===== src/rtl/cpu_pkg.sv =====
// -----------------------------------------------------------------------------
// cpu_pkg
// Shared definitions for the dec_exec decode/execute slice: the default data
// width, the 4-bit opcode map, the RUN/FLUSH/HALT state encoding and a small
// opcode-classification helper.
// Ports: none (package).
// Optional build macro used by importers: DEC_EXEC_DBG_EN.
// -----------------------------------------------------------------------------
package cpu_pkg;

  localparam int DATA_W_DEF = 8;

  localparam logic [3:0] OP_NOP  = 4'h0;
  localparam logic [3:0] OP_ADD  = 4'h1;
  localparam logic [3:0] OP_SUB  = 4'h2;
  localparam logic [3:0] OP_AND  = 4'h3;
  localparam logic [3:0] OP_OR   = 4'h4;
  localparam logic [3:0] OP_XOR  = 4'h5;
  localparam logic [3:0] OP_LI   = 4'h6;
  localparam logic [3:0] OP_ADDI = 4'h7;
  localparam logic [3:0] OP_BEQ  = 4'h8;
  localparam logic [3:0] OP_JMP  = 4'h9;
  localparam logic [3:0] OP_HALT = 4'hF;

  typedef enum logic [1:0] {
    ST_RUN   = 2'd0,
    ST_FLUSH = 2'd1,
    ST_HALT  = 2'd2
  } state_e;

  // Opcodes 0xA..0xE are not assigned to any instruction.
  function automatic logic op_is_illegal(input logic [3:0] op);
    return (op >= 4'hA) && (op <= 4'hE);
  endfunction

endpackage


===== src/rtl/dec_exec_if.sv =====
// -----------------------------------------------------------------------------
// dec_exec_if
// Groups the instruction bus into dec_exec and the status/writeback bus out of
// it.
//   master : drives in_valid, Op, Rs, Rt, Rd, imm; observes the outputs.
//   slave  : dec_exec side; drives br_taken, br_addr, wb_en, wb_idx, wb_data,
//            zero, carry, halted, illegal.
// -----------------------------------------------------------------------------
interface dec_exec_if import cpu_pkg::*; #(
  parameter int DATA_W = DATA_W_DEF
);

  logic              in_valid;
  logic [3:0]        Op;
  logic [1:0]        Rs;
  logic [1:0]        Rt;
  logic [1:0]        Rd;
  logic [7:0]        imm;

  logic              br_taken;
  logic [7:0]        br_addr;
  logic              wb_en;
  logic [1:0]        wb_idx;
  logic [DATA_W-1:0] wb_data;
  logic              zero;
  logic              carry;
  logic              halted;
  logic              illegal;

  modport master (
    output in_valid, Op, Rs, Rt, Rd, imm,
    input  br_taken, br_addr, wb_en, wb_idx, wb_data, zero, carry, halted, illegal
  );

  modport slave (
    input  in_valid, Op, Rs, Rt, Rd, imm,
    output br_taken, br_addr, wb_en, wb_idx, wb_data, zero, carry, halted, illegal
  );

endinterface


===== src/rtl/regfile4x8.sv =====
// -----------------------------------------------------------------------------
// regfile4x8
// Four-entry register file: two combinational read ports (A, B), one write
// port committed on the rising clock edge, asynchronous active-high reset
// clearing every entry.
// With DEC_EXEC_DBG_EN defined a third combinational read port (C) exists for
// debug observation.
// Ports: clk, rst, i_ra_idx/o_ra_data, i_rb_idx/o_rb_data, i_we/i_wa/i_wd,
//        [i_rc_idx/o_rc_data].
// -----------------------------------------------------------------------------
module regfile4x8 #(
  parameter int DATA_W = 8
) (
  input  logic              clk,
  input  logic              rst,
  input  logic [1:0]        i_ra_idx,
  output logic [DATA_W-1:0] o_ra_data,
  input  logic [1:0]        i_rb_idx,
  output logic [DATA_W-1:0] o_rb_data,
  input  logic              i_we,
  input  logic [1:0]        i_wa,
  input  logic [DATA_W-1:0] i_wd
`ifdef DEC_EXEC_DBG_EN
  ,
  input  logic [1:0]        i_rc_idx,
  output logic [DATA_W-1:0] o_rc_data
`endif
);

  logic [DATA_W-1:0] r_mem [4];

  // Register storage: cleared on reset, single write port.
  always_ff @(posedge clk or posedge rst) begin
    if (rst) begin
      for (int i = 0; i < 4; i++) begin
        r_mem[i] <= '0;
      end
    end else if (i_we) begin
      r_mem[i_wa] <= i_wd;
    end
  end

  assign o_ra_data = r_mem[i_ra_idx];
  assign o_rb_data = r_mem[i_rb_idx];

`ifdef DEC_EXEC_DBG_EN
  assign o_rc_data = r_mem[i_rc_idx];
`endif

endmodule


===== src/rtl/dec_exec.sv =====
// -----------------------------------------------------------------------------
// dec_exec
// Single-cycle decode/execute stage for a 4-register toy CPU. An instruction
// presented with in_valid in RUN is decoded, its operands read from the
// register file, and its result and flags committed on the same rising edge,
// so a dependent instruction on the next cycle sees the new value without a
// stall. Taken branches raise a registered br_taken/br_addr pulse and discard
// the next FLUSH_CYC instruction slots. HALT parks the stage until reset.
// Ports: clk, rst (async, active-high), bus (dec_exec_if.slave),
//        [dbg_idx in, dbg_data out] when DEC_EXEC_DBG_EN is defined.
// Parameters: DATA_W (data width), FLUSH_CYC (slots discarded after branch).
// Optional feature macro: DEC_EXEC_DBG_EN.
// -----------------------------------------------------------------------------
module dec_exec import cpu_pkg::*; #(
  parameter int DATA_W    = DATA_W_DEF,
  parameter int FLUSH_CYC = 2
) (
  input  logic              clk,
  input  logic              rst,
  dec_exec_if.slave         bus
`ifdef DEC_EXEC_DBG_EN
  ,
  input  logic [1:0]        dbg_idx,
  output logic [DATA_W-1:0] dbg_data
`endif
);

  localparam int                CNT_W      = (FLUSH_CYC < 1) ? 1 : $clog2(FLUSH_CYC + 1);
  localparam logic [CNT_W-1:0]  FLUSH_INIT = CNT_W'(FLUSH_CYC);
  localparam logic [CNT_W-1:0]  CNT_ONE    = CNT_W'(1);
  localparam logic [CNT_W-1:0]  CNT_ZERO   = CNT_W'(0);

  state_e              r_state;
  logic [CNT_W-1:0]    r_cnt;
  logic                r_br_taken;
  logic [7:0]          r_br_addr;
  logic                r_wb_en;
  logic [1:0]          r_wb_idx;
  logic [DATA_W-1:0]   r_wb_data;
  logic                r_zero;
  logic                r_carry;
  logic                r_halted;
  logic                r_illegal;

  logic [DATA_W-1:0]   w_rs_data;
  logic [DATA_W-1:0]   w_rt_data;
  logic [DATA_W-1:0]   w_imm;
  logic [DATA_W:0]     w_sum;
  logic                w_exec;
  logic                w_we;
  logic [1:0]          w_wa;
  logic [DATA_W-1:0]   w_wd;
  logic                w_upd_carry;
  logic                w_carry;
  logic                w_branch;
  logic                w_halt;
  logic                w_ill;

  regfile4x8 #(.DATA_W(DATA_W)) u_regfile (
    .clk       (clk),
    .rst       (rst),
    .i_ra_idx  (bus.Rs),
    .o_ra_data (w_rs_data),
    .i_rb_idx  (bus.Rt),
    .o_rb_data (w_rt_data),
    .i_we      (w_we),
    .i_wa      (w_wa),
    .i_wd      (w_wd)
`ifdef DEC_EXEC_DBG_EN
    ,
    .i_rc_idx  (dbg_idx),
    .o_rc_data (dbg_data)
`endif
  );

  // Decode and ALU: everything here is gated by w_exec, so FLUSH/HALT slots
  // produce no write, no flag update and no pulse.
  always_comb begin
    w_exec      = (r_state == ST_RUN) && bus.in_valid;
    w_imm       = DATA_W'(bus.imm);
    w_sum       = '0;
    w_we        = 1'b0;
    w_wa        = bus.Rd;
    w_wd        = '0;
    w_upd_carry = 1'b0;
    w_carry     = r_carry;
    w_branch    = 1'b0;
    w_halt      = 1'b0;
    w_ill       = 1'b0;
    if (w_exec) begin
      case (bus.Op)
        OP_NOP: begin
          w_we = 1'b0;
        end
        OP_ADD: begin
          w_sum       = {1'b0, w_rs_data} + {1'b0, w_rt_data};
          w_we        = 1'b1;
          w_wd        = w_sum[DATA_W-1:0];
          w_upd_carry = 1'b1;
          w_carry     = w_sum[DATA_W];
        end
        OP_SUB: begin
          w_we        = 1'b1;
          w_wd        = w_rs_data - w_rt_data;
          w_upd_carry = 1'b1;
          w_carry     = (w_rs_data < w_rt_data);
        end
        OP_AND: begin
          w_we        = 1'b1;
          w_wd        = w_rs_data & w_rt_data;
          w_upd_carry = 1'b1;
          w_carry     = 1'b0;
        end
        OP_OR: begin
          w_we        = 1'b1;
          w_wd        = w_rs_data | w_rt_data;
          w_upd_carry = 1'b1;
          w_carry     = 1'b0;
        end
        OP_XOR: begin
          w_we        = 1'b1;
          w_wd        = w_rs_data ^ w_rt_data;
          w_upd_carry = 1'b1;
          w_carry     = 1'b0;
        end
        OP_LI: begin
          // Immediate forms write Rt; LI leaves carry alone.
          w_we = 1'b1;
          w_wa = bus.Rt;
          w_wd = w_imm;
        end
        OP_ADDI: begin
          w_sum       = {1'b0, w_rs_data} + {1'b0, w_imm};
          w_we        = 1'b1;
          w_wa        = bus.Rt;
          w_wd        = w_sum[DATA_W-1:0];
          w_upd_carry = 1'b1;
          w_carry     = w_sum[DATA_W];
        end
        OP_BEQ: begin
          w_branch = (w_rs_data == w_rt_data);
        end
        OP_JMP: begin
          w_branch = 1'b1;
        end
        OP_HALT: begin
          w_halt = 1'b1;
        end
        default: begin
          w_ill = op_is_illegal(bus.Op);
        end
      endcase
    end else begin
      w_we = 1'b0;
    end
  end

  // Control FSM: RUN executes, FLUSH counts down discarded slots, HALT sticks.
  always_ff @(posedge clk or posedge rst) begin
    if (rst) begin
      r_state <= ST_RUN;
      r_cnt   <= CNT_ZERO;
    end else begin
      case (r_state)
        ST_RUN: begin
          if (w_branch) begin
            r_state <= (FLUSH_CYC == 0) ? ST_RUN : ST_FLUSH;
            r_cnt   <= FLUSH_INIT;
          end else if (w_halt) begin
            r_state <= ST_HALT;
          end else begin
            r_state <= ST_RUN;
          end
        end
        ST_FLUSH: begin
          // The edge on which the counter reaches zero also re-enters RUN.
          if (r_cnt <= CNT_ONE) begin
            r_state <= ST_RUN;
            r_cnt   <= CNT_ZERO;
          end else begin
            r_cnt   <= r_cnt - CNT_ONE;
          end
        end
        ST_HALT: begin
          r_state <= ST_HALT;
        end
        default: begin
          r_state <= ST_RUN;
          r_cnt   <= CNT_ZERO;
        end
      endcase
    end
  end

  // Registered outputs: pulses, writeback copy and flags.
  always_ff @(posedge clk or posedge rst) begin
    if (rst) begin
      r_br_taken <= 1'b0;
      r_br_addr  <= 8'h00;
      r_wb_en    <= 1'b0;
      r_wb_idx   <= 2'd0;
      r_wb_data  <= '0;
      r_zero     <= 1'b0;
      r_carry    <= 1'b0;
      r_halted   <= 1'b0;
      r_illegal  <= 1'b0;
    end else begin
      r_br_taken <= w_branch;
      r_wb_en    <= w_we;
      r_illegal  <= w_ill;
      r_halted   <= (r_state == ST_HALT) || w_halt;
      if (w_branch) begin
        r_br_addr <= bus.imm;
      end
      if (w_we) begin
        r_wb_idx  <= w_wa;
        r_wb_data <= w_wd;
        r_zero    <= (w_wd == '0);
      end
      if (w_upd_carry) begin
        r_carry <= w_carry;
      end
    end
  end

  assign bus.br_taken = r_br_taken;
  assign bus.br_addr  = r_br_addr;
  assign bus.wb_en    = r_wb_en;
  assign bus.wb_idx   = r_wb_idx;
  assign bus.wb_data  = r_wb_data;
  assign bus.zero     = r_zero;
  assign bus.carry    = r_carry;
  assign bus.halted   = r_halted;
  assign bus.illegal  = r_illegal;

endmodule


===== src/flat_wrapper.sv =====
// flat-port wrapper written by rule: the top's interface ports become plain ports
module dec_exec_flat import cpu_pkg::*;
#(
  parameter int DATA_W    = DATA_W_DEF,
  parameter int FLUSH_CYC = 2
)
  (clk, rst, bus_in_valid, bus_Op, bus_Rs, bus_Rt, bus_Rd, bus_imm, bus_br_taken, bus_br_addr, bus_wb_en, bus_wb_idx, bus_wb_data, bus_zero, bus_carry, bus_halted, bus_illegal);
  dec_exec_if #(.DATA_W(DATA_W)) bus_i ();
  input  logic clk;
  input  logic rst;
  input wire logic [$bits(bus_i.in_valid)-1:0] bus_in_valid;
  input wire logic [$bits(bus_i.Op)-1:0] bus_Op;
  input wire logic [$bits(bus_i.Rs)-1:0] bus_Rs;
  input wire logic [$bits(bus_i.Rt)-1:0] bus_Rt;
  input wire logic [$bits(bus_i.Rd)-1:0] bus_Rd;
  input wire logic [$bits(bus_i.imm)-1:0] bus_imm;
  output wire logic [$bits(bus_i.br_taken)-1:0] bus_br_taken;
  output wire logic [$bits(bus_i.br_addr)-1:0] bus_br_addr;
  output wire logic [$bits(bus_i.wb_en)-1:0] bus_wb_en;
  output wire logic [$bits(bus_i.wb_idx)-1:0] bus_wb_idx;
  output wire logic [$bits(bus_i.wb_data)-1:0] bus_wb_data;
  output wire logic [$bits(bus_i.zero)-1:0] bus_zero;
  output wire logic [$bits(bus_i.carry)-1:0] bus_carry;
  output wire logic [$bits(bus_i.halted)-1:0] bus_halted;
  output wire logic [$bits(bus_i.illegal)-1:0] bus_illegal;
  assign bus_i.in_valid = bus_in_valid;
  assign bus_i.Op = bus_Op;
  assign bus_i.Rs = bus_Rs;
  assign bus_i.Rt = bus_Rt;
  assign bus_i.Rd = bus_Rd;
  assign bus_i.imm = bus_imm;
  assign bus_br_taken = bus_i.br_taken;
  assign bus_br_addr = bus_i.br_addr;
  assign bus_wb_en = bus_i.wb_en;
  assign bus_wb_idx = bus_i.wb_idx;
  assign bus_wb_data = bus_i.wb_data;
  assign bus_zero = bus_i.zero;
  assign bus_carry = bus_i.carry;
  assign bus_halted = bus_i.halted;
  assign bus_illegal = bus_i.illegal;
  dec_exec #(.DATA_W(DATA_W), .FLUSH_CYC(FLUSH_CYC)) u_core (.clk(clk), .rst(rst), .bus(bus_i));
endmodule

===== config.mk =====
export PLATFORM = sky130hd
export DESIGN_NAME = dec_exec_flat
export DESIGN_NICKNAME = d
export VERILOG_FILES = /design/src/rtl/cpu_pkg.sv /design/src/rtl/dec_exec_if.sv /design/src/rtl/regfile4x8.sv /design/src/rtl/dec_exec.sv /design/src/flat_wrapper.sv
export SDC_FILE = /design/constraint.sdc
export NUM_CORES = 1
export LEC_CHECK = 0
export BUFFER_PORTS_ARGS = -buffer_cell sky130_fd_sc_hd__buf_2
export CAP_MARGIN = 40
export CORE_MARGIN = 4
export CORE_UTILIZATION = 54
export DETAILED_ROUTE_END_ITERATION = 8
export GPL_ROUTABILITY_DRIVEN = 0
export GPL_TIMING_DRIVEN = 0
export PLACE_DENSITY_LB_ADDON = 0.05
export RECOVER_POWER = 100
export SLEW_MARGIN = 5
export SYNTH_ARGS = -nofsm -noshare
export SYNTH_HDL_FRONTEND = slang
export SYNTH_HIERARCHICAL = 1
export SYNTH_SLANG_ARGS = --single-unit

===== constraint.sdc =====
create_clock -name clk -period 2.8 [get_ports clk]
set_input_delay 0.42 -clock clk [delete_from_list [all_inputs] [get_ports clk]]
set_output_delay 0.42 -clock clk [all_outputs]
set_load 0.02 [all_outputs]

==> tab_implementation.tex <==
\begin{tabular}{lr}
\hline
Metric & Value \\
\hline
\multicolumn{2}{l}{\textbf{Run status}} \\
\quad Result of the run & finished with violations \\
\quad Violations in the final reports & negative setup slack \\
\multicolumn{2}{l}{\textbf{Critical path}} \\
\quad Crit end category & flip-flop \\
\quad Crit-path leading delay family & multiplexers \\
\quad Endpoint of the lowest-slack register-to-register path & u\_core/u\_regfile/r\_mem[30] \\
\quad Critical Path Source Type & flip-flop \\
\quad Cell depth of the worst flop-to-flop path & 11 \\
\quad Ordered list of cells on the worst path & mux4\_2 -> ha\_4 -> fa\_2 -> a211o\_1 -> o211ai\_1 -> a21oi\_2 -> mux2i\_2 -> o31ai\_4 -> buf\_4 -> inv\_2 -> mux2\_2 \\
\quad Worst Path Required & approximately 3.0 ns \\
\quad CP Buf/Inv Count & 2 \\
\quad Data arrival at the endpoint of the critical path & between 3 and 4 ns \\
\quad Master of the slowest instance on the critical path & sky130\_fd\_sc\_hd\_\_mux4\_2 \\
\quad Worst R2R Setup Slack & -0.31 ns \\
\quad Startpoint of the worst-slack reg-to-reg timing path & u\_core/u\_regfile/r\_mem[0] \\
\quad Largest fanout on the critical path & 4 \\
\quad Longest individual stage delay on the worst path & approximately 0.6 ns \\
\quad Critical path type & flip-flop to flip-flop \\
\multicolumn{2}{l}{\textbf{Global route}} \\
\quad Met3 usage in global routing & about 6.1\% \\
\quad GR peak layer & met2 \\
\quad Global-route wire length before repair & about 20000 um \\
\quad Combined global-route utilization of all metal layers & 25.90\% \\
\quad Pin count of the biggest net entering global routing & 19 \\
\quad Number of global-route vias before repair & roughly 3900 \\
\quad Number of antenna violations at the first check in global routing & 0 \\
\quad Met1 track demand over resource in global routing & between 30\% and 40\% \\
\quad GRT Residual Overflow & 0 \\
\quad Met2 track utilization from global routing & 43.37\% \\
\multicolumn{2}{l}{\textbf{Logic synthesis}} \\
\quad Fraction of the mapped netlist area in adder cells & around a tenth \\
\quad Post-synthesis xor/xnor area fraction & 0.7885\% \\
\quad Main combinational cell family by area after synthesis & multiplexers \\
\quad Distinct cells, synth & 60 \\
\quad Post-synthesis compound-gate area fraction & 15.52\% \\
\quad EDFF count, synth & 0 \\
\quad Cell area after technology mapping & approximately 4400 um2 \\
\quad Post-synthesis async set-or-reset flop share & 100.0\% \\
\quad Syn\_nets & around 490 \\
\quad Synthesis Warnings & 6 \\
\quad Register bit count reported by yosys & 60 \\
\quad Post-Synthesis Cells & 431 \\
\quad Fraction of the mapped netlist area in simple logic gates & 14.39\% \\
\quad Share of synthesized area occupied by flip-flops and latches & between 30\% and 40\% \\
\quad Synthesized area per cell & 10.31 um2 \\
\quad Share of cell area taken by muxes after synthesis & a little over 20\% \\
\quad Primary flip-flop cell chosen by synthesis mapping & sky130\_fd\_sc\_hd\_\_dfrtp\_1 \\
\multicolumn{2}{l}{\textbf{Die}} \\
\quad Die boundary width & a little under 100 um \\
\quad Die area & roughly 10000 um2 \\
\quad Core Rows & 32 \\
\quad Die extent in y & approximately 99 um \\
\quad I/O pin cnt & 45 \\
\quad Effective utilization at floorplan & 56.62\% \\
\quad Core Area & between 7000 and 8000 um2 \\
\multicolumn{2}{l}{\textbf{Power}} \\
\quad Leakage power & between 0.002 and 0.003 uW \\
\quad Power density over the cells & 542.1 nW/um2 \\
\quad Final Power & slightly above 3000 uW \\
\quad IR Drop Worst-Case VDD & about 470 uV \\
\multicolumn{2}{l}{\textbf{Layout}} \\
\quad Register cell area after layout & 1501 um2 \\
\quad Fraction of layout instances using a drive strength above 1 & between 30\% and 40\% \\
\quad \# diodes & 0 \\
\quad P\&R area growth vs syn & 29.51\% \\
\quad Layout fillers & $\sim$560 \\
\quad Most common library cell in the layout ignoring fill and taps & sky130\_fd\_sc\_hd\_\_dfrtp\_1 \\
\quad Area of the multi-input gates & between 3000 and 4000 um2 \\
\quad Final nets & slightly below 600 \\
\quad Final Instance Count excl. Fillers & roughly 630 \\
\quad Most frequent cells in the layout & sky130\_fd\_sc\_hd\_\_dfrtp\_1, sky130\_fd\_sc\_hd\_\_clkbuf\_1, sky130\_fd\_sc\_hd\_\_nand2\_1, sky130\_fd\_sc\_hd\_\_buf\_4 \\
\quad Cell area after layout & around 5800 um2 \\
\multicolumn{2}{l}{\textbf{STA}} \\
\quad Unrepaired setup endpoints after global routing & yes \\
\quad Normalized max-slew margin & about a third \\
\quad Clock Skews & 0.006937 ns \\
\quad Least-Margin Pin Slew & just over 1 ns \\
\quad Sum of negative setup slack & -5.706 ns \\
\quad Count of pins over their slew limit & 0 \\
\quad Final hold slack & 0.1057 ns \\
\quad Setup violations, final & 44 \\
\quad Total count of hold-check failures in the final report & 0 \\
\quad Achievable frequency & between 300 and 400 MHz \\
\quad Share of the clock period used by the worst path after layout & 111.0\% \\
\quad Final min period & $\sim$3.1 ns \\
\quad Final WS setup & -0.3075 ns \\
\multicolumn{2}{l}{\textbf{Drt}} \\
\quad Number of nets with antenna violations after detailed routing & 0 \\
\quad Via-per-instance ratio & between 6 and 7 \\
\quad Final wirelength & approximately 13000 um \\
\quad Via count & about 3900 \\
\quad Number of DRC violations after detailed-routing iteration 0 & between 200 and 300 \\
\quad Number of remaining DRC errors & 0 \\
\quad First drt pass iteration count & 6 \\
\quad Routed length per placed instance & 20.39 um \\
\multicolumn{2}{l}{\textbf{Placement}} \\
\quad DP Area & just under 5000 um2 \\
\quad Detailed placer's ending HPWL & between 8000 and 9000 um \\
\quad Buffers added on ports & between 40 and 50 \\
\quad Cell total after placement & $\sim$580 \\
\multicolumn{2}{l}{\textbf{Clock network}} \\
\quad Max Root-Sink Buffers & 2 \\
\quad Clock-pin slew of the registers on the worst-case setup and hold paths & $\sim$0.070 ns \\
\quad Source-to-sink clock delay at the later pin of the worst-skew pair & 0.34 ns \\
\quad Clock root buffer & sky130\_fd\_sc\_hd\_\_clkbuf\_8 \\
\quad Htree depth & 3 \\
\quad CTS tree & built \\
\quad Total CTS buffers & 9 \\
\quad Count of clock tree sinks & 60 \\
\multicolumn{2}{l}{\textbf{Hold path}} \\
\quad Type of the tightest min-delay check & input pin to asynchronous set/reset pin \\
\multicolumn{2}{l}{\textbf{Flow run}} \\
\quad Max-cap violations & 0 \\
\hline
\end{tabular}
## registers in the layout, summed over array words and instances, names as in the netlist, 2 cells and up
signal	count
u_core/u_regfile/r_mem	32
u_core/bus.br_addr	8
u_core/bus.wb_data	8
u_core/r_cnt	2
u_core/bus.wb_idx	2
u_core/r_state	2
## synth_stat cells, types with 4 or more instances
cell | n | area [um2]
sky130_fd_sc_hd__dfrtp_1 | 60 | 1501
sky130_fd_sc_hd__mux2_2 | 42 | 473.0
sky130_fd_sc_hd__ha_1 | 32 | 400.4
sky130_fd_sc_hd__nor2_1 | 31 | 116.4
sky130_fd_sc_hd__inv_1 | 29 | 108.9
sky130_fd_sc_hd__nand2_1 | 29 | 108.9
sky130_fd_sc_hd__a21oi_1 | 27 | 135.1
sky130_fd_sc_hd__mux4_2 | 16 | 360.4
sky130_fd_sc_hd__a21o_1 | 11 | 82.58
sky130_fd_sc_hd__buf_2 | 10 | 50.05
sky130_fd_sc_hd__o21ai_0 | 10 | 50.05
sky130_fd_sc_hd__nor2b_1 | 9 | 56.30
sky130_fd_sc_hd__mux2i_1 | 8 | 80.08
sky130_fd_sc_hd__nand2b_1 | 8 | 50.05
sky130_fd_sc_hd__a22oi_1 | 7 | 52.55
sky130_fd_sc_hd__clkbuf_1 | 7 | 26.28
sky130_fd_sc_hd__nor3_1 | 6 | 30.03
sky130_fd_sc_hd__a31oi_1 | 5 | 31.28
sky130_fd_sc_hd__or3_1 | 5 | 31.28
sky130_fd_sc_hd__a211o_1 | 4 | 35.03
sky130_fd_sc_hd__a32oi_1 | 4 | 35.03
sky130_fd_sc_hd__and2_1 | 4 | 25.02
sky130_fd_sc_hd__o21a_1 | 4 | 30.03
sky130_fd_sc_hd__o21bai_1 | 4 | 30.03
sky130_fd_sc_hd__xor2_1 | 4 | 35.03
## area by class of cell
cell class,instances,area share (%)
clock inverters,3,1.196
flip-flops and latches,60,26.09
multi-input cells,322,54.08
well taps,102,2.218
repair buffers,84,9.067
inverters,29,1.957
plain buffers,19,2.522
clock buffers,12,2.870
## power by group
part	switching (uW)	internal (uW)	total, uW
combinational	621	449	1070
clock	352	571	923
sequential	93.3	1030	1130
total	1070	2050	3120
## kinds of logic after synthesis
kind of cell,count (synthesis)
and+or+nand+nor,118
AOI/OAI and AO/OA,99
muxes,66
DFF,60
buffers and inverters,49
adders and majority gates,35
xor gates and xnor gates,4
## metal layers
metal | wire length (um) | vias to the layer above | part of all wire [%]
met5 | 0 | - | 0
met4 | 575 | 0 | 4.5
met3 | 955 | 61 | 7.4
met2 | 6247 | 209 | 49
met1 | 5089 | 1909 | 40
li1 | - | 1767 | -
## worst max-delay path by stage
stage,startpoint,endpoint,depth (start not counted)
4_1_cts,u_core/u_regfile/r_mem[9],u_core/u_regfile/r_mem[23],11
6_report,u_core/u_regfile/r_mem[0],u_core/u_regfile/r_mem[30],11
3_5_place_dp,bus_Rt[0],u_core/u_regfile/r_mem[23],13
2_1_floorplan,bus_Rs[0],u_core/u_regfile/r_mem[31],11
5_1_grt,u_core/u_regfile/r_mem[8],u_core/u_regfile/r_mem[30],11
3_3_place_gp,bus_Rt[0],u_core/u_regfile/r_mem[31],13
## per-stage QoR
stage | worst slack [ns] | utilization, %
2_1_floorplan | -0.1621 | -
3_3_place_gp | -0.8089 | 62.21
3_5_place_dp | -0.8480 | 62.96
4_1_cts | -0.2411 | 70.93
5_1_grt | -0.4079 | 73.33
6_report | -0.3075 | 73.33
## what timing repair did
item / 4_1_cts / 5_1_grt
setup endpoints to repair: 33 / 49
gates resized for setup: 44 / 49
setup buffers: 25 / 14
pin swaps: 16 / 16
gates cloned: 1 / 0
hold buffers: 0 / 0
Power figures use the tool's default switching activity.
